## config.mk

```make
export PLATFORM = sky130hd
export DESIGN_NAME = multicycle_ctrl
export DESIGN_NICKNAME = d
export VERILOG_FILES = /design/src/rtl/mc_ctrl_pkg.sv /design/src/rtl/alu_decoder.sv /design/src/rtl/multicycle_ctrl.sv
export SDC_FILE = /design/constraint.sdc
export NUM_CORES = 1
export LEC_CHECK = 0
export ABC_AREA = 1
export BUFFER_PORTS_ARGS = -buffer_cell sky130_fd_sc_hd__buf_2
export CAP_MARGIN = 10
export CORE_MARGIN = 2
export CORE_UTILIZATION = 38
export DETAILED_ROUTE_END_ITERATION = 7
export PLACE_DENSITY = 0.75
export SLEW_MARGIN = 20
export SYNTH_ARGS = -nofsm -noshare
export SYNTH_HDL_FRONTEND = slang
export SYNTH_SLANG_ARGS = --single-unit
export TNS_END_PERCENT = 20
```

## constraint.sdc

```tcl
create_clock -name clk -period 1.43 [get_ports clk]
set_input_delay 0.143 -clock clk [delete_from_list [all_inputs] [get_ports clk]]
set_output_delay 0.143 -clock clk [all_outputs]
set_load 0.05 [all_outputs]
```

## src/rtl/mc_ctrl_pkg.sv

```systemverilog
//------------------------------------------------------------------------------
// Module  : mc_ctrl_pkg
// Brief   : Opcodes, FSM state encodings and datapath select encodings for the
//           multicycle RV32I control unit.
// Revision: 1.0 - initial release
//------------------------------------------------------------------------------
`default_nettype none

package mc_ctrl_pkg;

    localparam logic [6:0] OP_LW     = 7'b0000011;
    localparam logic [6:0] OP_SW     = 7'b0100011;
    localparam logic [6:0] OP_R      = 7'b0110011;
    localparam logic [6:0] OP_I      = 7'b0010011;
    localparam logic [6:0] OP_JAL    = 7'b1101111;
    localparam logic [6:0] OP_BRANCH = 7'b1100011;
    localparam logic [6:0] OP_LUI    = 7'b0110111;

    typedef enum logic [3:0] {
        S_FETCH    = 4'd0,
        S_DECODE   = 4'd1,
        S_MEMADR   = 4'd2,
        S_MEMREAD  = 4'd3,
        S_MEMWB    = 4'd4,
        S_MEMWRITE = 4'd5,
        S_EXECUTER = 4'd6,
        S_EXECUTEI = 4'd7,
        S_ALUWB    = 4'd8,
        S_JAL      = 4'd9,
        S_BEQ      = 4'd10,
        S_LUI      = 4'd11
    } state_t;

    localparam logic [1:0] c_aluop_add   = 2'b00;
    localparam logic [1:0] c_aluop_sub   = 2'b01;
    localparam logic [1:0] c_aluop_funct = 2'b10;

    localparam logic [2:0] c_alu_add = 3'b000;
    localparam logic [2:0] c_alu_sub = 3'b001;
    localparam logic [2:0] c_alu_and = 3'b010;
    localparam logic [2:0] c_alu_or  = 3'b011;
    localparam logic [2:0] c_alu_slt = 3'b101;

    localparam logic [1:0] c_res_aluout    = 2'b00;
    localparam logic [1:0] c_res_data      = 2'b01;
    localparam logic [1:0] c_res_aluresult = 2'b10;
    localparam logic [1:0] c_res_immext    = 2'b11;

    localparam logic [1:0] c_srca_pc    = 2'b00;
    localparam logic [1:0] c_srca_oldpc = 2'b01;
    localparam logic [1:0] c_srca_rd1   = 2'b10;

    localparam logic [1:0] c_srcb_rd2  = 2'b00;
    localparam logic [1:0] c_srcb_imm  = 2'b01;
    localparam logic [1:0] c_srcb_four = 2'b10;

endpackage

`default_nettype wire

```

## src/rtl/alu_decoder.sv

```systemverilog
//------------------------------------------------------------------------------
// Module  : alu_decoder
// Brief   : Maps ALUOp plus instruction fields to the 3-bit ALU operation.
// Revision: 1.0 - initial release
//------------------------------------------------------------------------------
`default_nettype none

module alu_decoder
    import mc_ctrl_pkg::*;
(
    input  logic [1:0] i_alu_op,
    input  logic [2:0] i_funct3,
    input  logic       i_op5,
    input  logic       i_funct7b5,
    output logic [2:0] o_alu_control
);

    always_comb begin
        o_alu_control = c_alu_add;
        case (i_alu_op)
            c_aluop_sub: o_alu_control = c_alu_sub;
            c_aluop_funct: begin
                case (i_funct3)
                    // Only R-type (op[5]=1) can encode sub; addi ignores bit 30.
                    3'b000:  o_alu_control = (i_op5 & i_funct7b5) ? c_alu_sub : c_alu_add;
                    3'b010:  o_alu_control = c_alu_slt;
                    3'b110:  o_alu_control = c_alu_or;
                    3'b111:  o_alu_control = c_alu_and;
                    default: o_alu_control = c_alu_add;
                endcase
            end
            default: o_alu_control = c_alu_add;
        endcase
    end

endmodule

`default_nettype wire

```

## src/rtl/multicycle_ctrl.sv

```systemverilog
//------------------------------------------------------------------------------
// Module  : multicycle_ctrl
// Brief   : Main control FSM of the multicycle RV32I core. Optional memory
//           handshake enabled by defining MC_CTRL_MEMREADY_EN.
// Revision: 1.0 - initial release
//------------------------------------------------------------------------------
`default_nettype none

module multicycle_ctrl
    import mc_ctrl_pkg::*;
#(
    parameter int STATE_W = 4
) (
    input  logic       clk,
    input  logic       reset,
    input  logic [6:0] op,
    input  logic [2:0] funct3,
    input  logic       funct7b5,
    input  logic       Zero,
`ifdef MC_CTRL_MEMREADY_EN
    input  logic       MemReady,
`endif
    output logic       PCWrite,
    output logic       AdrSrc,
    output logic       MemWrite,
    output logic       IRWrite,
    output logic       RegWrite,
    output logic [1:0] ResultSrc,
    output logic [1:0] ALUSrcA,
    output logic [1:0] ALUSrcB,
    output logic [2:0] ALUControl,
    output logic       IllegalInstr
);

    logic [STATE_W-1:0] r_state;
    logic [STATE_W-1:0] w_next;
    logic [STATE_W-1:0] w_dec_state;
    logic [1:0]         w_alu_op;
    logic               w_mem_ready;
    logic               w_pcwrite;
    logic               w_memwrite;
    logic               w_irwrite;
    logic               w_regwrite;
    logic               w_illegal;

`ifdef MC_CTRL_MEMREADY_EN
    assign w_mem_ready = MemReady;
`else
    assign w_mem_ready = 1'b1;
`endif

    always_ff @(posedge clk) begin
        if (reset) begin
            r_state <= STATE_W'(S_FETCH);
        end else begin
            r_state <= w_next;
        end
    end

    // During reset the non-enable outputs present their FETCH values.
    assign w_dec_state = reset ? STATE_W'(S_FETCH) : r_state;

    always_comb begin
        w_next     = STATE_W'(S_FETCH);
        w_pcwrite  = 1'b0;
        w_memwrite = 1'b0;
        w_irwrite  = 1'b0;
        w_regwrite = 1'b0;
        w_illegal  = 1'b0;
        AdrSrc     = 1'b0;
        ResultSrc  = c_res_aluout;
        ALUSrcA    = c_srca_pc;
        ALUSrcB    = c_srcb_rd2;
        w_alu_op   = c_aluop_add;
        case (w_dec_state)
            STATE_W'(S_FETCH): begin
                w_irwrite = w_mem_ready;
                w_pcwrite = w_mem_ready;
                ALUSrcB   = c_srcb_four;
                ResultSrc = c_res_aluresult;
                w_next    = w_mem_ready ? STATE_W'(S_DECODE) : STATE_W'(S_FETCH);
            end
            STATE_W'(S_DECODE): begin
                ALUSrcA = c_srca_oldpc;
                ALUSrcB = c_srcb_imm;
                case (op)
                    OP_LW, OP_SW: w_next = STATE_W'(S_MEMADR);
                    OP_R:         w_next = STATE_W'(S_EXECUTER);
                    OP_I:         w_next = STATE_W'(S_EXECUTEI);
                    OP_JAL:       w_next = STATE_W'(S_JAL);
                    OP_BRANCH:    w_next = STATE_W'(S_BEQ);
                    OP_LUI:       w_next = STATE_W'(S_LUI);
                    default: begin
                        w_next    = STATE_W'(S_FETCH);
                        w_illegal = 1'b1;
                    end
                endcase
            end
            STATE_W'(S_MEMADR): begin
                ALUSrcA = c_srca_rd1;
                ALUSrcB = c_srcb_imm;
                w_next  = op[5] ? STATE_W'(S_MEMWRITE) : STATE_W'(S_MEMREAD);
            end
            STATE_W'(S_MEMREAD): begin
                AdrSrc = 1'b1;
                w_next = w_mem_ready ? STATE_W'(S_MEMWB) : STATE_W'(S_MEMREAD);
            end
            STATE_W'(S_MEMWB): begin
                ResultSrc  = c_res_data;
                w_regwrite = 1'b1;
            end
            STATE_W'(S_MEMWRITE): begin
                AdrSrc     = 1'b1;
                w_memwrite = 1'b1;
                w_next     = w_mem_ready ? STATE_W'(S_FETCH) : STATE_W'(S_MEMWRITE);
            end
            STATE_W'(S_EXECUTER): begin
                ALUSrcA  = c_srca_rd1;
                ALUSrcB  = c_srcb_rd2;
                w_alu_op = c_aluop_funct;
                w_next   = STATE_W'(S_ALUWB);
            end
            STATE_W'(S_EXECUTEI): begin
                ALUSrcA  = c_srca_rd1;
                ALUSrcB  = c_srcb_imm;
                w_alu_op = c_aluop_funct;
                w_next   = STATE_W'(S_ALUWB);
            end
            STATE_W'(S_ALUWB): begin
                w_regwrite = 1'b1;
            end
            STATE_W'(S_JAL): begin
                ALUSrcA   = c_srca_oldpc;
                ALUSrcB   = c_srcb_four;
                w_pcwrite = 1'b1;
                w_next    = STATE_W'(S_ALUWB);
            end
            STATE_W'(S_BEQ): begin
                ALUSrcA   = c_srca_rd1;
                ALUSrcB   = c_srcb_rd2;
                w_alu_op  = c_aluop_sub;
                // funct3[0] flips the sense for bne.
                w_pcwrite = Zero ^ funct3[0];
            end
            STATE_W'(S_LUI): begin
                ResultSrc  = c_res_immext;
                w_regwrite = 1'b1;
            end
            default: begin
                w_next = STATE_W'(S_FETCH);
            end
        endcase
    end

    assign PCWrite      = w_pcwrite  & ~reset;
    assign MemWrite     = w_memwrite & ~reset;
    assign IRWrite      = w_irwrite  & ~reset;
    assign RegWrite     = w_regwrite & ~reset;
    assign IllegalInstr = w_illegal  & ~reset;

    alu_decoder u_alu_decoder (
        .i_alu_op      (w_alu_op),
        .i_funct3      (funct3),
        .i_op5         (op[5]),
        .i_funct7b5    (funct7b5),
        .o_alu_control (ALUControl)
    );

endmodule

`default_nettype wire

```

==> impl_metrics.env, run 1 <==
export IMPL_clk_path_buf_depth=2
export IMPL_synth_seq_area_share_pct=14.8
export IMPL_clkPwrFrac_pct=30.6
export IMPL_grt_busiest_layer="met2"
export IMPL_syn_area_per_cell_um2=5.57
export IMPL_globalplace_congestion=0.877
export IMPL_grtUsageTotal_pct=25.9
export IMPL_num_antenna_cells=0
export IMPL_relSlewSlack_pct=85.2
export IMPL_hold_buffers=0
export IMPL_num_rows=13
export IMPL_first_iter_violations=21
export IMPL_synth_distinct_cells=19
export IMPL_wl_per_cell_um=14.0
export IMPL_synth_fp_nets=113
export IMPL_startpoint="r_state[1]$_SDFF_PP0_"
export IMPL_cap_violations=0
export IMPL_area_growth_pct=107
export IMPL_power_leakage_nw=0.568
export IMPL_grt_max_degree=6
export IMPL_cts_clk_slew_worst_paths_ns=0.04
export IMPL_top_regs="r_state x4"
export IMPL_cts_buffers=3
export IMPL_outcome="complete, but fails checks"
export IMPL_hp_start="op[5]"
export IMPL_wl_mm=2.36
export IMPL_fmax_ghz=0.560
export IMPL_grt_use_met3_pct=3.48
export IMPL_cts_tree="done"
export IMPL_first_global_vias=842
export IMPL_yosys_warnings=0
export IMPL_setup_ws_ns=-0.356
export IMPL_setup_viol=14
export IMPL_ir_worst_vdd_mv=0.267
export IMPL_overflow=0
export IMPL_nNetsFinal=172
export IMPL_antenna_found_initial=0
export IMPL_rsz0062_at_grt="yes"
export IMPL_violations="negative setup slack"
export IMPL_slew_violations=0
export IMPL_final_setup_skew_ns=0.000195
export IMPL_hpwl_mm=1.49
export IMPL_final_cell_mix="buf_4 (28), nand2_1 (26), nor2_1 (14), buf_2 (13), buf_6 (11)"
export IMPL_synth_seq_cells=4
export IMPL_netSwitchingFraction_pct=37.8
export IMPL_drive_above_1_share_pct=59.7
export IMPL_die_w_um=41.7
export IMPL_grt_pass1_wl_mm=3.49
export IMPL_netlist_area_um2=541
export IMPL_numClockSinks=4
export IMPL_power_switching_w=0.000178
export IMPL_clk_latency_ns=0.24
export IMPL_p_int_w=0.000292
export IMPL_max_slew_worst_pin_slew_ns=0.221
export IMPL_p_per_area_nw_per_um2=420
export IMPL_drc_errors=0
export IMPL_die_h_um=41.7
export IMPL_ios=29
export IMPL_hold_path_class="in2reg"
export IMPL_regMostFlops="r_state"
export IMPL_regToRegStartpoint="r_state[1]$_SDFF_PP0_"
export IMPL_numPortBuffers=28
export IMPL_worst_hold_slack_ns=0.217
export IMPL_path_max_fanout=2
export IMPL_antenna_left=0
export IMPL_htreeDepth=1
export IMPL_cp_end_kind="primary output"
export IMPL_largest_reg_flops=4
export IMPL_crit_arrival_ns=1.64
export IMPL_initial_core_util_pct=41.0
export IMPL_fp_coreArea_um2=1320
export IMPL_vias=856
export IMPL_die_area_um2=1740
export IMPL_cts_root_buf="clkbuf_4"
export IMPL_hold_viol_final=0
export IMPL_crit_path_start_kind="register"
export IMPL_worstPathRequired_ns=1.29
export IMPL_use_met1_pct=24.7
export IMPL_layout_commonest_cell="buf_4"
export IMPL_post_route_period_util_pct=125
export IMPL_path_class="reg2out"
export IMPL_min_period_ns=1.79
export IMPL_synth_cells=97
export IMPL_grt_util_met2_pct=53.1
export IMPL_seqPwrFrac_pct=24.7
export IMPL_power_share_combinational_pct=44.6
export IMPL_finalPower_w=0.000470
export IMPL_via_per_inst=5.07
export IMPL_firstDrtPassIters=5
[through the flow]
step                utilization, %  setup slack [ns]  std cells  instance area [um^2]  TNS, ns
detailed placement            67.9            -0.271        160                   895   -0.848
finish                        85.0            -0.356        169                  1120    -2.51
CTS                           80.7            -0.330        166                  1060    -2.10
floorplan                        -            -0.339         97                   586    -1.47
global placement              67.9            -0.212        160                   895   -0.636
global route                  85.0            -0.404        169                  1120    -3.32
[synth_stat cells]
library cell	count	area (um^2)
ha_1	2	25.0
nor4_1	1	6.26
nand2_1	27	101
nand3_1	7	35.0
o21ai_0	2	10.0
nor3_2	1	10.0
o21ai_1	2	10.0
nor2_4	2	22.5
inv_1	10	37.5
nand2_2	7	43.8
inv_2	3	11.3
dfxtp_1	4	80.1
nor2_1	19	71.3
nand4_1	2	12.5
nor2_2	2	12.5
a21oi_1	3	15.0
nand3_4	1	17.5
xnor2_1	1	8.76
nand3_2	1	10.0
[area by class of cell]
| class | instances | area, um^2 |
|---|---|---|
| timing repair buffer | 54 | 429 |
| inverter | 13 | 51.3 |
| clock buffer | 3 | 22.5 |
| tap | 15 | 18.8 |
| multi-input combinational | 80 | 512 |
| fill | 86 | 198 |
| sequential | 4 | 86.3 |
[critical path, cell delays in order (launching register included)]
cell	delay (ns)
dfxtp_2	0.33
nand2_2	0.07
nor2_4	0.12
nand2_2	0.09
nor2_4	0.11
inv_2	0.06
ha_4	0.17
nand2_4	0.06
nor2_1	0.05
nor2_1	0.12
a21oi_2	0.07
buf_6	0.15
[layer usage]
| metal | share of wire [%] | wire length (um) |
|---|---|---|
| met5 | 0 | 0 |
| met2 | 58 | 1360 |
| met1 | 36 | 854 |
| met3 | 3.4 | 81 |
| met4 | 2.6 | 61 |
[path summary, 6_finish.rpt]
kind | end | slack (ns) | depth (start not counted)
max | ALUControl[0] | -0.36 | 11
min | r_state[2]$_SDFF_PP0_ | 0.22 | 3
max reg2reg | r_state[3]$_SDFF_PP0_ | 0.12 | 9
min reg2reg | r_state[1]$_SDFF_PP0_ | 0.68 | 4
[power by group through the flow]
stage	registers, W	clock network, W	logic (W)
6_report	0.000116	0.000144	0.000210
5_1_grt	0.000116	0.000147	0.000224
4_1_cts	0.000118	0.000146	0.000192
3_5_place_dp	0.000119	0	0.000172
3_3_place_gp	0.000119	0	0.000169
2_1_floorplan	0.000121	0	0.000101
[cell families after synthesis]
logic type,synth area share [%]
flops,14.8
simple gates,63.4
buf+inv,9.03
fa+ha+maj,4.63
compound gates,6.48
xor+xnor,1.62
[timing repair]
| action | 4_1_cts | 5_1_grt |
|---|---|---|
| pin swaps | 13 | 5 |
| buffers inserted | 3 | 3 |
| setup endpoints to repair | 15 | 15 |
| gates resized for setup | 40 | 9 |
No activity file was read; power rests on OpenSTA's default activity.
==> run 2, diff against run 1 <==
- PLACE_DENSITY: 0.75 -> 0.72
==> run 2 against run 1 <==
The flow still finishes with violations (negative setup slack). Via count grew 5.0%. Critical path depth grew 1. Final cell count grew 1.8%. Sequential power is essentially flat. Wire length shrank 12%. Clock-buffer cell count is the same. Design area grew 2.5%. Critical endpoint unchanged.
==> impl_metrics.env, run 2 (synthesis results as in run 1) <==
export IMPL_use_met1_pct=26.6
export IMPL_final_cell_mix="buf_4 (31), nand2_1 (25), nor2_1 (14), buf_2 (13), buf_6 (12)"
export IMPL_grt_pass1_wl_mm=3.46
export IMPL_finalPower_w=0.000466
export IMPL_die_h_um=41.7
export IMPL_wl_mm=2.08
export IMPL_antenna_left=0
export IMPL_dp_cells=161
export IMPL_top_regs="r_state x4"
export IMPL_overflow=0
export IMPL_post_route_period_util_pct=128
export IMPL_grtUsageTotal_pct=25.8
export IMPL_seqPwrFrac_pct=25.1
export IMPL_hold_buffers=0
export IMPL_die_w_um=41.7
export IMPL_fp_coreArea_um2=1320
export IMPL_antenna_found_initial=0
export IMPL_first_global_vias=873
export IMPL_violations="negative setup slack"
export IMPL_die_area_um2=1740
export IMPL_ir_worst_vdd_mv=0.360
export IMPL_firstDrtPassIters=4
export IMPL_htreeDepth=1
export IMPL_crit_arrival_ns=1.69
export IMPL_hold_path_depth=3
export IMPL_wl_per_cell_um=12.1
export IMPL_crit_path_start_kind="register"
export IMPL_largest_reg_flops=4
export IMPL_relSlewSlack_pct=84.8
export IMPL_fmax_ghz=0.546
export IMPL_place_ws_ns=-0.252
export IMPL_slew_violations=0
export IMPL_netSwitchingFraction_pct=37.7
export IMPL_layout_commonest_cell="buf_4"
export IMPL_numPortBuffers=28
export IMPL_hold_viol_final=0
export IMPL_cap_violations=0
export IMPL_worstPathRequired_ns=1.29
export IMPL_cts_buffers=3
export IMPL_regToRegStartpoint="r_state[1]$_SDFF_PP0_"
export IMPL_via_per_inst=5.23
export IMPL_grt_util_met2_pct=46.3
export IMPL_endpoint="ALUControl[0]"
export IMPL_vias=899
export IMPL_final_setup_skew_ns=0.00584
export IMPL_cp_end_kind="primary output"
export IMPL_numClockSinks=4
export IMPL_globalplace_congestion=0.832
export IMPL_clk_latency_ns=0.24
export IMPL_setup_ws_ns=-0.402
export IMPL_startpoint="r_state[1]$_SDFF_PP0_"
export IMPL_drc_errors=0
export IMPL_cts_root_buf="clkbuf_4"
export IMPL_r2r_end="r_state[2]$_SDFF_PP0_"
export IMPL_path_max_fanout=2
export IMPL_clkPwrFrac_pct=30.4
export IMPL_cts_tree="done"
export IMPL_stdcell_count=172
export IMPL_reg2reg_slack_ns=0.15
export IMPL_path_class="reg2out"
export IMPL_power_leakage_nw=0.585
export IMPL_num_antenna_cells=0
export IMPL_setup_viol=14
export IMPL_min_period_ns=1.83
export IMPL_area_growth_pct=112
export IMPL_regMostFlops="r_state"
export IMPL_outcome="complete, but fails checks"
export IMPL_max_slew_worst_pin_slew_ns=0.227
export IMPL_cts_clk_slew_worst_paths_ns=0.04
export IMPL_rsz0062_at_grt="yes"
export IMPL_grt_use_met3_pct=3.04
export IMPL_hold_path_class="in2reg"
export IMPL_grt_max_degree=6
export IMPL_ios=29
export IMPL_grt_busiest_layer="met2"
export IMPL_hpwl_mm=1.36
export IMPL_clk_path_buf_depth=2
export IMPL_initial_core_util_pct=41.0
export IMPL_power_switching_w=0.000175
export IMPL_num_rows=13
export IMPL_nNetsFinal=175
export IMPL_reg2reg_depth=8
export IMPL_drive_above_1_share_pct=61.8
export IMPL_p_int_w=0.000290
export IMPL_fin_area_um2=1150
export IMPL_p_per_area_nw_per_um2=406
export IMPL_first_iter_violations=21
export IMPL_placed_cell_area_um2=902
export IMPL_power_share_combinational_pct=44.5
-- run 2: changes by cell type in the layout (fill, tap and decap cells not counted), sizes merged --
cell / previous run / this run
buf: 54 / 57
-- run 2: how the worst min path moves through the flow --
stage	start	slack, ns	to
2_1_floorplan	reset	0.21	r_state[0]$_SDFF_PP0_
3_3_place_gp	op[5]	0.44	r_state[2]$_SDFF_PP0_
3_5_place_dp	op[5]	0.44	r_state[2]$_SDFF_PP0_
4_1_cts	op[5]	0.21	r_state[2]$_SDFF_PP0_
5_1_grt	op[4]	0.24	r_state[2]$_SDFF_PP0_
6_report	op[4]	0.22	r_state[2]$_SDFF_PP0_
-- run 2: power groups by stage --
stage / Combinational [W] / Sequential [W] / Clock [W]
floorplan: 0.000101 / 0.000121 / 0
global placement: 0.000172 / 0.000119 / 0
detailed placement: 0.000175 / 0.000119 / 0
CTS: 0.000192 / 0.000116 / 0.000141
global route: 0.000221 / 0.000117 / 0.000144
finish: 0.000207 / 0.000117 / 0.000141
-- run 2: worst max-delay path, cell delays in order (launching register included) --
cell and delay, ns:
dfxtp_2 0.33, nand2_2 0.08, nor2_4 0.11, nand2_2 0.09, nor2_4 0.10, buf_4 0.13
inv_4 0.03, ha_4 0.15, nand2_2 0.06, nor2_1 0.04, nor2_1 0.11, a21oi_2 0.07
buf_6 0.15
-- run 2: routing by layer --
metal	share of wire [%]	up-vias
met4	5.5	0
met1	37	418
met3	3.6	12
met5	0	-
li1	-	429
met2	54	40
-- run 2: per-stage QoR --
stage / utilization, % / hold WS, ns / setup TNS [ns]
2_1_floorplan: - / 0.212 / -1.47
3_3_place_gp: 68.5 / 0.442 / -0.604
3_5_place_dp: 68.5 / 0.444 / -0.751
4_1_cts: 81.5 / 0.206 / -2.30
5_1_grt: 87.1 / 0.238 / -3.39
6_report: 87.1 / 0.219 / -2.50
-- run 2: final cells by class --
class | count | area (um^2)
repair buffers | 57 | 448
multi-input cells | 80 | 518
fillers | 72 | 170
flip-flops and latches | 4 | 86.3
clock buffers | 3 | 22.5
inverters | 13 | 53.8
well taps | 15 | 18.8
-- run 2: what timing repair did --
action / 4_1_cts / 5_1_grt
endpoints found under the setup margin: 15 / 15
gates resized for setup: 39 / 12
pin swaps: 14 / 8
setup buffers: 4 / 4
==> run 3, diff against run 2 <==
- BUFFER_PORTS_ARGS: -buffer_cell sky130_fd_sc_hd__buf_2 -> not set
- CORE_AREA: not set -> 2 2 39 41
- CORE_MARGIN: 2 -> not set
- CORE_UTILIZATION: 38 -> not set
- DIE_AREA: not set -> 0 0 41 43
- DONT_BUFFER_PORTS: not set -> 1
- PLACE_DENSITY: 0.72 -> not set
- TNS_END_PERCENT: 20 -> 1
==> run 3 against run 2 <==
The run still ends with negative setup slack left. Register-to-register slack improved by 0.09 ns. Via count is 19% lower. Sequential power hardly changed. Largest power group unchanged. Highest routed layer unchanged.
==> impl_metrics.env, run 3 (synthesis results as in run 1) <==
export IMPL_setup_ws_ns=-0.395
export IMPL_antenna_left=0
export IMPL_top_regs="r_state x4"
export IMPL_final_setup_skew_ns=0.00706
export IMPL_setup_tns_final_ns=-2.03
export IMPL_slew_violations=0
export IMPL_cts_clk_slew_worst_paths_ns=0.04
export IMPL_final_cell_mix="nand2_1 (25), buf_4 (21), nor2_1 (14), nand2_2 (9), inv_1 (8)"
export IMPL_rsz0062_at_grt="yes"
export IMPL_outcome="complete, but fails checks"
export IMPL_wl_per_cell_um=10.7
export IMPL_power_leakage_nw=0.472
export IMPL_grt_pass1_wl_mm=2.63
export IMPL_violations="negative setup slack"
export IMPL_numClockSinks=4
export IMPL_crit_path_start_kind="register"
export IMPL_die_w_um=41
export IMPL_drc_errors=0
export IMPL_p_per_area_nw_per_um2=425
export IMPL_hold_path_class="in2reg"
export IMPL_ir_worst_vdd_mv=0.380
export IMPL_first_global_vias=691
export IMPL_num_antenna_cells=0
export IMPL_netSwitchingFraction_pct=35.8
export IMPL_overflow=0
export IMPL_die_area_um2=1760
export IMPL_placed_cell_area_um2=896
export IMPL_cts_root_buf="clkbuf_4"
export IMPL_cts_tree="done"
export IMPL_num_rows=14
export IMPL_firstDrtPassIters=2
export IMPL_crit_arrival_ns=1.68
export IMPL_clk_latency_ns=0.24
export IMPL_cts_buffers=3
export IMPL_antenna_found_initial=0
export IMPL_via_per_inst=4.91
export IMPL_worstPathRequired_ns=1.29
export IMPL_post_route_period_util_pct=128
export IMPL_grt_max_degree=6
export IMPL_nNetsFinal=151
export IMPL_path_class="reg2out"
export IMPL_numPortBuffers=0
export IMPL_wl_mm=1.60
export IMPL_path_max_fanout=2
export IMPL_min_period_ns=1.82
export IMPL_drive_above_1_share_pct=51.1
export IMPL_hold_viol_final=0
export IMPL_vias=731
export IMPL_fmax_ghz=0.548
export IMPL_max_slew_worst_pin_slew_ns=0.267
export IMPL_place_ws_ns=-0.188
export IMPL_p_int_w=0.000272
export IMPL_regMostFlops="r_state"
export IMPL_first_iter_violations=9
export IMPL_initial_core_util_pct=39.1
export IMPL_largest_reg_flops=4
export IMPL_clkPwrFrac_pct=33.7
export IMPL_hpwl_mm=1.31
export IMPL_setup_viol=13
export IMPL_power_share_combinational_pct=38.4
export IMPL_ios=29
export IMPL_seqPwrFrac_pct=27.9
export IMPL_area_growth_pct=84.3
export IMPL_htreeDepth=1
export IMPL_relSlewSlack_pct=82.1
export IMPL_grtUsageTotal_pct=21.9
export IMPL_cap_violations=0
export IMPL_power_switching_w=0.000152
export IMPL_cp_end_kind="primary output"
export IMPL_fp_coreArea_um2=1380
export IMPL_clk_path_buf_depth=2
export IMPL_cts_setup_buffers=0
export IMPL_fin_area_um2=996
export IMPL_finalPower_w=0.000424
export IMPL_layout_commonest_cell="nand2_1"
export IMPL_die_h_um=43
export IMPL_globalplace_congestion=0.781
## run 3: cell count changes in the layout (fill, tap and decap cells not counted), sizes merged
| cell | delta |
|---|---|
| buf | -25 |
| dlygate4sd3 | +1 |
## run 3: final cells by class
type | count | area (um^2)
Sequential cell | 4 | 82.6
Multi-Input combinational cell | 80 | 493
Clock buffer | 3 | 22.5
Fill cell | 125 | 388
Tap cell | 16 | 20.0
Inverter | 13 | 51.3
Timing Repair Buffer | 33 | 327
## run 3: routing by layer
layer	share of wire, %	wire, um	track usage [%]
met5	0	0	0
met4	3.6	58	13.3
met3	4.2	67	5.76
met2	55	882	35.0
met1	37	590	24.1
## run 3: path summary, 6_finish.rpt
| path | startpoint | end | slack, ns | cells after the start |
|---|---|---|---|---|
| setup / recovery | r_state[1]$_SDFF_PP0_ | ALUControl[2] | -0.39 | 8 |
| hold reg to reg | r_state[3]$_SDFF_PP0_ | r_state[3]$_SDFF_PP0_ | 0.68 | 3 |
| setup reg to reg | r_state[1]$_SDFF_PP0_ | r_state[0]$_SDFF_PP0_ | 0.24 | 8 |
| hold / removal | op[5] | r_state[2]$_SDFF_PP0_ | 0.04 | 2 |
## run 3: worst max-delay path: stages, from the launching register on
cell,delay (ns)
dfxtp_2,0.33
nand2_2,0.08
nor2_4,0.09
nand2_2,0.07
nor2_2,0.11
buf_4,0.13
ha_4,0.20
nor4_4,0.26
buf_12,0.18
## run 3: stage by stage
stage / utilization, % / hold WS (ns) / std cells
4_1_cts: 69.8 / 0.0416 / 149
6_report: 72.0 / 0.0387 / 149
3_3_place_gp: 64.7 / 0.221 / 145
2_1_floorplan: - / 0.212 / 97
3_5_place_dp: 64.7 / 0.223 / 145
5_1_grt: 72.0 / 0.0639 / 149
## run 3: power by group through the flow
stage                     Combinational (W)  Sequential [W]  Clock (W)
after global routing               0.000173        0.000118   0.000151
after CTS                          0.000159        0.000118   0.000144
after global placement             0.000150        0.000119          0
after floorplan                    0.000101        0.000121          0
after detailed placement           0.000152        0.000119          0
final                              0.000163        0.000118   0.000143
## run 3: what timing repair did
item	4_1_cts	5_1_grt
gates resized for setup	12	8
setup endpoints to repair	14	14
hold endpoints to repair	1	0
hold buffers	1	0
pin swaps	4	3
